**src/rtl/seg_scan.sv**
```systemverilog
// Four-digit multiplexed seven-segment scanner: snapshots num1..num4 once per frame and
// scans them onto a shared active-low segment bus. Define SEG_SCAN_BLANK_EN for anti-ghost blanking.
module seg_scan #(
  parameter int DIV   = 50000,
  parameter int BLANK = 2000
) (
  input  logic       clk,
  input  logic       rst,
  input  logic [6:0] num1,
  input  logic [6:0] num2,
  input  logic [6:0] num3,
  input  logic [6:0] num4,
  output logic [3:0] an,
  output logic [6:0] seg,
  output logic       frame
);

  localparam int            CW      = $clog2(DIV);
  localparam logic [CW-1:0] LAST    = CW'(DIV - 1);
  localparam logic [CW-1:0] BLANK_C = CW'(BLANK);

`ifdef SEG_SCAN_BLANK_EN
  localparam bit BLANK_EN = 1'b1;
`else
  localparam bit BLANK_EN = 1'b0;
`endif

  logic [CW-1:0] div_cnt;
  logic [1:0]    slot;
  logic [6:0]    sh [4];

  logic       wrap;
  logic       snap;
  logic       blank;
  logic [3:0] an_d;
  logic [6:0] seg_d;

  assign wrap  = (div_cnt == LAST);
  assign snap  = (div_cnt == '0) && (slot == 2'd0);
  assign blank = BLANK_EN && (BLANK > 0) && (div_cnt < BLANK_C);

  // The snapshot cycle shows slot 0 straight from num1, since sh[0] only loads on this same edge.
  always_comb begin
    // NOTE: every always_comb output gets a default first so no path can infer a latch.
    an_d  = 4'b1111;
    seg_d = 7'h7F;
    if (!blank) begin
      an_d  = ~(4'b1000 >> slot);
      seg_d = snap ? num1 : sh[slot];
    end
  end

  always_ff @(posedge clk or posedge rst) begin
    if (rst) begin
      div_cnt <= '0;
      slot    <= 2'd0;
      // NOTE: the shadow array is reset too, so the display is dark rather than random before the first frame.
      for (int i = 0; i < 4; i++) sh[i] <= 7'h7F;
      an      <= 4'b1111;
      seg     <= 7'h7F;
      frame   <= 1'b0;
    end else begin
      // NOTE: sequential state uses non-blocking assignments so every register sees pre-edge values.
      div_cnt <= wrap ? '0 : div_cnt + 1'b1;
      if (wrap) slot <= slot + 2'd1;
      if (snap) begin
        sh[0] <= num1;
        sh[1] <= num2;
        sh[2] <= num3;
        sh[3] <= num4;
      end
      an    <= an_d;
      seg   <= seg_d;
      frame <= snap;
    end
  end

endmodule

```
**config.mk**
```make
export PLATFORM = sky130hd
export DESIGN_NAME = seg_scan
export DESIGN_NICKNAME = d
export VERILOG_FILES = /design/src/rtl/seg_scan.sv
export SDC_FILE = /design/constraint.sdc
export NUM_CORES = 1
export LEC_CHECK = 0
export BUFFER_PORTS_ARGS = -buffer_cell sky130_fd_sc_hd__clkbuf_2
export CELL_PAD_IN_SITES_DETAIL_PLACEMENT = 1
export CELL_PAD_IN_SITES_GLOBAL_PLACEMENT = 1
export CORE_ASPECT_RATIO = 1.2
export CORE_UTILIZATION = 25
export CTS_CLUSTER_DIAMETER = 80
export DETAILED_ROUTE_END_ITERATION = 10
export PLACE_DENSITY_LB_ADDON = 0.1
export RECOVER_POWER = 100
export SLEW_MARGIN = 10
export SYNTH_ARGS = -nofsm -noshare
export SYNTH_HDL_FRONTEND = slang
export SYNTH_SLANG_ARGS = --single-unit
```
**constraint.sdc**
```tcl
create_clock -name clk -period 4 [get_ports clk]
set_clock_uncertainty 0.1 [all_clocks]
set_input_delay 0.8 -clock clk [delete_from_list [all_inputs] [get_ports clk]]
set_output_delay 0.8 -clock clk [all_outputs]
set_load 0.01 [all_outputs]
```
Word-level counts from Yosys, hierarchy flattened
Index checks and enable logic that the tools add are counted.
Word-level totals
  register bits after elaboration: 58
  input port bits: 30
  logic and storage cells: 24
Cells by class
  add/subtract/negate cells: 2
  $lt $le $gt $ge: 1
  equality and inequality tests: 1
  shift operators: 1
  multiplexer cells: 5
  bitwise gates (word level): 2
  reduce and logical (&&, ||, !) cells: 3
Operators with widths (number)
  7-bit 2-to-1 mux: 3
  16-bit by 1-bit adder with 16-bit output (second input constant): 1
  16-bit equality test (second input constant): 1
  16-bit zero test: 1
  16-bit 2-to-1 mux: 1
  7-bit binary-select mux with 2-bit select: 1
  4-bit inverter: 1
  4-bit by 2-bit right shift with 4-bit output (first input constant): 1
  3-bit >= comparator (second input constant): 1
  2-bit inverter with 3-bit output: 1
  2-bit by 1-bit adder with 2-bit output (second input constant): 1
  2-bit zero test: 1
  1-bit logical AND: 1

Logic depth before layout (Yosys ltp)
Gate-level depths: netlist of run 1.
  depth in word-level cells: 5
  mapped depth: 7
  gate-level depth less buffers: 5

Least setup slack after synthesis of run 1
Ideal clock, no wire load.
  path kind: register to register
  from: register slot[1]
  to: register seg[0]
  library setup time: 82 ps
  arrival: 1912 ps
  data required time: 3818 ps
  setup slack: 1906 ps
  cell stages (with the launch flop): 8
  cells stage by stage: dfrtp_1 > clkbuf_1 > inv_1 > ha_1 > nand3_1 > nor3_4 > buf_6 > mux2_2
Between the ends
  cells in the longest elaborated chain, start to end: 5
  elaborated cells between the ends (all ways): 7
  those cells by class: mux: 4; bitwise: 1; reduce/logical: 2
RTL lines
  start: declaration: line 29  | logic [1:0] slot;
  start signal: assignment: line 65  | if (wrap) slot <= slot + 2'd1;
  2-bit inverter with 3-bit output (not written as such): line 49  | seg_d = snap ? num1 : sh[slot];
  7-bit binary-select mux with 2-bit select: line 49
  7-bit 2-to-1 mux (not written as such) (2 in a row): line 49
  7-bit 2-to-1 mux (*): line 49
  named net seg_d[0]: line 36  | logic [6:0] seg_d;
  end signal: assignment: line 73  | seg <= seg_d;
  end: declaration: line 14  | output logic [6:0] seg,
The timed path passes the listed nets; every way through them passes the cells marked *. The select of a mux whose other input is x is not followed.
A chain may end at the register's enable or synchronous reset.

Worst setup path in the final report of run 1
  from: register slot[1]
  to: register sh[18] (netlist bit)
Between the ends
  cells in the longest elaborated chain, start to end: 2
RTL lines
  2-bit zero test: line 39  | assign snap = (div_cnt == '0) && (slot == 2'd0);
  1-bit logical AND: line 39
  end: declaration: line 30  | logic [6:0] sh [4];
Every way passes these cells.

==> results.ini, run 1 <==
[final_layout]
register_area_um2=1500
fillers=1104
antenna_cells=0
layout-drive-gt1-share=0.5362
fin_nets=266
multiInputGateArea_um2=984.7
area_delta_synth_final_pct=22.78

[global_route]
grtUsageTotal=0.1125
grt_pass1_wl_mm=8.749
grt_pass1_vias=1728
antenna_found_initial=0
overflow=0
grt_max_degree=38

[synthesis]
synthDistinctLibCells=22
ys_top_cells_by_count=dfstp_2, mux2_2, dfrtp_1
syn_area_per_cell_um2=14.23
synth_nets=217
synth_ff_type=dfstp_2
syn_area_um2=2576
ys_seq_elements=58
synthCells=181
netlist.area_leader.share=0.3978
synth.largest_area_cell=dfstp_2
synth.most_common_cell=dfstp_2
synth-edff-count=0
seq_area_frac_synth=0.5823
synth-async-reset-ratio=1.000
ys_warn_count=0
ys_top_cells_by_area=dfstp_2, dfrtp_1, mux2_2

[critical_path]
worst_ep_required_time_ns=4.14
end_kind=register
worstSetupPathType=reg -> reg
cp_max_fo=35
r2r_slack_ns=1.39
crit_slowest_cell=clkbuf_2
slowest_delay_ns=0.70
crit_arrival_ns=2.75
cp-start-kind=register
crit_chain=inv_1 -> ha_1 -> nand3_1 -> nor3_4 -> clkbuf_2 -> mux2_2

[power]
total_leakage_power_uw=0.001294
switching_share=0.2149
power_frac_comb=0.040
p_seq_frac=0.456
net-switching-power_uw=295.7
ir_drop_mv=0.1977
p_int_uw=1080
clock_power_share=0.504
powerDensity_nw_per_um2=435.1

[clocking]
clock_latency_ns=0.32
root_buffer=clkbuf_16
clock-sinks=58
cts_resized=0
tritoncts=done
postCtsSetupBuffers=0
ctsHoldBuffers=0
numCtsBuffers=9
cts.reportedPaths.clkPinSlew_ns=0.05
cts_htree_levels=3
clockBufferDepth=2

[outcome]
status=finished, final reports clean

[floorplan]
start_util=0.2574
pin_count=42
die_area_um2=10720
die_w_um=94.67
rows=40
coreArea_um2=10010
die_y_um=113.2

[detailed_routing]
viasPerCell=4.296
via_count=1551
wire_per_inst_um=14.45
first_pass_iters=2
drc=0
drt_wl_total_mm=5.215
ant_nets=0
drt_iter0_drc=36

[place]
place_congestion=0.6487
port_buffers=41
hpwl_mm=3.634
pre_cts_slack_ns=1.652

[sta]
final_hold_viol_count=0
relSlewSlack=0.03989
setup_tns_ns=0
finalSetupViolCount=0
setup_ws_ns=1.393
fmax_ghz=0.3836
worst_pin_slew_ns=1.440
fin_crit_ns=2.607
period_share=0.6517
grt_setup_unrepaired=no
drv_slew=0

[min_path]
worstHoldPathType=reg -> reg

[flow_run]
drv_cap=0

-- logic make-up (layout without fill, tap and decap cells) --
kind of cell,after synthesis,count (layout),synth area share
simple gates,41,41,0.08354
flops,58,58,0.5823
mux,43,43,0.2186
xor+xnor,15,15,0.05100
buf+inv,18,72,0.03545
fa+ha+maj,6,6,0.02914
-- layer usage --
layer	global-route usage	part of all wire	vias to the layer above
met5	0	0	-
met4	0.07879	0.030	0
met3	0.02823	0.041	11
met2	0.1770	0.49	28
met1	0.1326	0.44	783
li1	-	-	729
-- metrics by stage --
step | power (uW) | hold WS, ns | cell area, um2 | std cells | utilization
2_1_floorplan | 665.1 | 0.3638 | 2576 | 181 | -
3_3_place_gp | 695.1 | 0.4107 | 2915 | 345 | 0.2913
3_5_place_dp | 695.6 | 0.4139 | 2915 | 345 | 0.2913
4_1_cts | 1409 | 0.4150 | 3188 | 361 | 0.3185
5_1_grt | 1441 | 0.4483 | 3163 | 361 | 0.3160
6_report | 1376 | 0.4089 | 3163 | 361 | 0.3160
-- cell usage in the layout, fill, tap and decap left out, drive strengths merged --
cell type / instances
mux4: 7
dfrtp: 19
nor2b: 1
nand3: 8
xor2: 6
nand2: 3
and3: 2
inv: 12
mux2: 36
xnor2: 9
ha: 6
or3: 1
clkinvlp: 2
dfstp: 39
nand4: 3
nor3: 6
clkinv: 3
clkbuf: 55
nor4: 6
nor2: 11
-- power by group through the flow --
stage	Sequential, uW	Combinational [uW]	Clock, uW
6_report	627	54.5	694
5_1_grt	630	62.3	749
4_1_cts	628	58.9	722
3_5_place_dp	637	58.7	0
3_3_place_gp	636	58.6	0
2_1_floorplan	636	29.5	0
-- final cells by class --
cell class	instances	share of cell area
well taps	126	0.04984
clock inverters	5	0.009494
multi-input cells	105	0.3113
clock buffers	11	0.07674
inverters	12	0.01424
flip-flops and latches	58	0.4743
repair buffers	44	0.06408
-- critical path, delay by kind of cell (launching register included) --
kind,cells,cell delay (ns)
AND/OR/NAND/NOR,2,0.32
flip-flops,1,0.61
adder cells (fa/ha/maj),1,0.19
multiplexers,1,0.41
buffers and inverters,2,0.87
-- path summary, 6_finish.rpt --
| check | to | depth (start not counted) | startpoint |
|---|---|---|---|
| hold / removal | div_cnt[0] | 1 | div_cnt[0] |
| setup reg to reg | sh[18] | 6 | slot[1] |
| setup / recovery | sh[18] | 6 | slot[1] |
| max in group asynchronous | seg[1] | 3 | rst |
| hold reg to reg | div_cnt[0] | 1 | div_cnt[0] |
| min in group asynchronous | div_cnt[10] | 2 | rst |
-- registers in the layout, indices dropped and copies added, names as in the netlist --
signal	flops
seg	7
div_cnt	16
frame	1
slot	2
sh	28
an	4
(Power assumes the default switching activity.)
==> inputs of run 2 (changes only) <==
==> constraint.sdc (replaced) <==
create_clock -name clk -period 2.12 [get_ports clk]
set_clock_uncertainty 0.1 [all_clocks]
set_input_delay 0.424 -clock clk [delete_from_list [all_inputs] [get_ports clk]]
set_output_delay 0.424 -clock clk [all_outputs]
set_load 0.01 [all_outputs]
==> run 2 against run 1 <==
Worst setup slack lost 1.2 ns. Largest power group unchanged. Largest cell class unchanged. Critical endpoint is now sh[22]. Combinational power grew 94%. Hold slack lost 0.19 ns. Utilization grew 0.91 points. First-iteration DRC count shrank 2.8%. Critical path type unchanged. Die area is the same. Cell area grew 2.9%. Fmax grew 35%.
==> results.ini, run 2 (synthesized netlist as in run 1, its figures left out) <==
[clocking]
cts_htree_levels=3
postCtsSetupBuffers=0
cts_resized=0
root_buffer=clkbuf_16
clockBufferDepth=2
numCtsBuffers=9
tritoncts=done
clock-sinks=58
ctsHoldBuffers=1
cts.reportedPaths.clkPinSlew_ns=0.05
clock_latency_ns=0.33

[detailed_routing]
drc=0
viasPerCell=4.296
first_pass_iters=2
drt_wl_total_mm=5.387
via_count=1594
drt_iter0_drc=35
wire_per_inst_um=14.52
ant_nets=0

[final_layout]
largest_register=sh
area_delta_synth_final_pct=26.32
layout-drive-gt1-share=0.5429
layout_commonest_cell=dfstp_2
postLayoutCellArea_um2=3254
fillers=1113
largestRegisters=sh (28), div_cnt (16), seg (7)
register_area_um2=1500
fin_nets=276
multiInputGateArea_um2=978.4
largest_reg_flops=28
final_cell_mix=dfstp_2, mux2_2, clkbuf_2
antenna_cells=0

[global_route]
antenna_found_initial=0
grt_pass1_wl_mm=9.018
grtUsageTotal=0.1147
grt_max_degree=31
overflow=0
grt_pass1_vias=1745

[sta]
fmax_ghz=0.5167
finalSetupViolCount=0
worst_pin_slew_ns=0.7190
drv_slew=0
final_hold_viol_count=0
fin_crit_ns=1.935
grt_setup_unrepaired=no
relSlewSlack=0.5201
setup_tns_ns=0
period_share=0.9129
hold_ws_ns=0.2194

[floorplan]
die_area_um2=10720
pin_count=42
die_y_um=113.2
rows=40
coreArea_um2=10010
die_w_um=94.67
start_util=0.2574

[flow_run]
drv_cap=0

[power]
ir_drop_mv=0.3119
total_leakage_power_uw=0.001355
powerDensity_nw_per_um2=824.3

[outcome]
status=finished, final reports clean

[place]
hpwl_mm=3.820
port_buffers=41
postPlaceCellArea_um2=3008
place_congestion=0.7012

[critical_path]
crit_arrival_ns=2.09
worst_ep_required_time_ns=2.27
cp_max_fo=29
worstSetupPathType=reg -> reg
cp-start-kind=register
end_kind=register

[min_path]
worstHoldPathType=in -> reg

[run 2: per-layer routing]
layer  vias to the layer above  global-route usage  share of wire  routed length [um]
li1                        749                   -              -                   -
met1                       805              0.1396           0.44                2375
met2                        28              0.1799           0.50                2676
met3                        12             0.02352          0.034                 185
met4                         0             0.07879          0.028                 150
met5                         -                   0              0                   0
[run 2: final timing paths]
check / start / endpoint / slack [ns] / cells after the start
max: div_cnt[11] / sh[22] / 0.18 / 5
min: num2[2] / sh[16] / 0.22 / 2
max reg2reg: div_cnt[11] / sh[22] / 0.18 / 5
min reg2reg: div_cnt[0] / div_cnt[0] / 0.41 / 1
max in group asynchronous: rst / sh[20] / 0.28 / 4
min in group asynchronous: rst / div_cnt[8] / 0.65 / 3
[run 2: final cells by class]
| cell class | count | share of cell area |
|---|---|---|
| flip-flops and latches | 58 | 0.4610 |
| multi-input cells | 105 | 0.3007 |
| repair buffers | 54 | 0.08843 |
| clock buffers | 9 | 0.06920 |
| well taps | 126 | 0.04844 |
| clock inverters | 7 | 0.01845 |
| inverters | 12 | 0.01384 |
[run 2: where the power goes]
part	internal, uW	switching (uW)
Clock	894	499
Combinational	57.2	48.6
Sequential	1170	14.3
Total	2120	561
[run 2: critical path, cell delays in order (launching register included)]
cell,delay [ns]
dfrtp_1,0.41
nor4_1,0.29
nand2_1,0.15
nor3_2,0.31
buf_12,0.24
mux2_2,0.35
[run 2: metrics by stage]
step                instances  setup slack, ns  utilization  total power (uW)
finish                    371           0.1847       0.3251              2683
global route              371          0.06620       0.3251              2795
CTS                       371           0.1761       0.3300              2748
detailed placement        354           0.1866       0.3005              1317
global placement          354           0.1710       0.3005              1315
floorplan                 181          0.02601            -              1255
==> inputs of run 3 (changes only) <==
--- a/config.mk
+++ b/config.mk
@@ -9,7 +9,7 @@
 export CELL_PAD_IN_SITES_DETAIL_PLACEMENT = 1
 export CELL_PAD_IN_SITES_GLOBAL_PLACEMENT = 1
 export CORE_ASPECT_RATIO = 1.2
-export CORE_UTILIZATION = 25
+export CORE_UTILIZATION = 41
 export CTS_CLUSTER_DIAMETER = 80
 export DETAILED_ROUTE_END_ITERATION = 10
 export PLACE_DENSITY_LB_ADDON = 0.1
==> run 3 against run 2 <==
Non-clock buffer count decreased by 8. Largest power group is now registers. Total power is 22% lower. Highest routed layer unchanged. Worst setup slack lost 0.021 ns.
==> results.ini, run 3 (synthesized netlist as in run 1, its figures left out) <==
[outcome]
status=finished, final reports clean

[sta]
worst_pin_slew_ns=1.377
drv_slew=0
hold_ws_ns=0.2176
setup_tns_ns=0
relSlewSlack=0.08200
fin_crit_ns=1.956
fmax_ghz=0.5113
grt_setup_unrepaired=no
period_share=0.9226
finalSetupViolCount=0
final_hold_viol_count=0

[final_layout]
largest_reg_flops=28
layout_commonest_cell=dfstp_2
area_delta_synth_final_pct=16.90
largest_register=sh
fillers=667
multiInputGateArea_um2=978.4
antenna_cells=0
largestRegisters=sh (28), div_cnt (16), seg (7)
final_cell_mix=dfstp_2, mux2_2, clkbuf_2
fin_util=0.4977
fin_nets=268
register_area_um2=1500
layout-drive-gt1-share=0.5297

[floorplan]
die_w_um=74.36
die_area_um2=6606
start_util=0.4258
coreArea_um2=6051
die_y_um=88.84
pin_count=42
rows=31

[global_route]
antenna_found_initial=0
grt_max_degree=59
grtUsageTotal=0.1741
grt_pass1_wl_mm=8.217
overflow=0
grt_pass1_vias=1676

[min_path]
worstHoldPathCells=2
worstHoldPathType=in -> reg
min_from=num2[2]
worstHoldEndpoint=sh[16]

[clocking]
clockBufferDepth=2
numCtsBuffers=9
cts_htree_levels=3
cts_resized=0
clock_latency_ns=0.33
postCtsSetupBuffers=0
root_buffer=clkbuf_8
cts.reportedPaths.clkPinSlew_ns=0.06
clock-sinks=58
tritoncts=done
ctsHoldBuffers=0

[critical_path]
rr_endpoint=sh[12]
reg2reg_depth=5
cp_max_fo=35
cp-start-kind=register
r2r_slack_ns=0.16
r2r-start=div_cnt[11]
worst_ep_required_time_ns=2.26
crit_arrival_ns=2.10
worstSetupPathType=reg -> reg
end_kind=register

[power]
p_seq_frac=0.564
net-switching-power_uw=466.5
power_frac_comb=0.048
total_power_uw=2099
p_int_uw=1632
ir_drop_mv=0.3635
powerDensity_nw_per_um2=696.9
switching_share=0.2223
clock_power_share=0.388
total_leakage_power_uw=0.001256

[detailed_routing]
first_pass_iters=2
viasPerCell=4.912
wire_per_inst_um=15.76
via_count=1562
ant_nets=0
drt_wl_total_mm=5.011
drt_iter0_drc=51
drc=0

[place]
hpwl_mm=3.604
place_congestion=0.7642
port_buffers=41

[flow_run]
drv_cap=0

## run 3: cell types whose count changed in the layout (fill, tap and decap cells not counted), sizes merged
cell	before	now
buf	7	3
bufinv	1	0
clkbuf	55	54
clkinv	6	5
dlygate4sd3	1	0
inv	12	11
## run 3: worst max-delay path: stages (launching register included)
cell	delay, ns
dfrtp_1	0.41
nor4_1	0.31
nand2_1	0.15
nor3_2	0.28
buf_12	0.25
mux2_1	0.37
## run 3: metrics by stage
stage	area [um2]	cells	setup slack [ns]
floorplan	2576	181	0.02601
global placement	2900	303	0.1944
detailed placement	2900	303	0.1647
CTS	3052	318	0.1407
global route	3012	318	0.01904
finish	3012	318	0.1641
## run 3: layout make-up
class,instances,area share
Clock buffer,11,0.04362
Clock inverter,4,0.006647
Inverter,12,0.01496
Multi-Input combinational cell,105,0.3249
Sequential cell,58,0.4981
Tap cell,82,0.03407
Timing Repair Buffer,46,0.07769
## run 3: worst max path at each step
stage	end	slack [ns]	start
4_1_cts	sh[12]	0.14	div_cnt[11]
3_5_place_dp	sh[12]	0.16	div_cnt[2]
3_3_place_gp	seg[2]	0.19	div_cnt[2]
5_1_grt	sh[0]	0.02	div_cnt[11]
6_report	sh[12]	0.16	div_cnt[11]
2_1_floorplan	seg[0]	0.03	slot[1]
## run 3: power by group through the flow
stage	registers, uW	logic, uW	clock network (uW)
3_3_place_gp	1200	104	0
5_1_grt	1190	114	904
2_1_floorplan	1200	55.8	0
4_1_cts	1190	111	844
3_5_place_dp	1200	110	0
6_report	1180	101	814
## run 3: layer usage
layer	up-vias	part of all wire	global-route usage
met1	788	0.39	0.1984
met4	0	0.019	0.09091
met3	12	0.033	0.03872
li1	733	-	-
met2	29	0.55	0.3022
met5	-	0	0
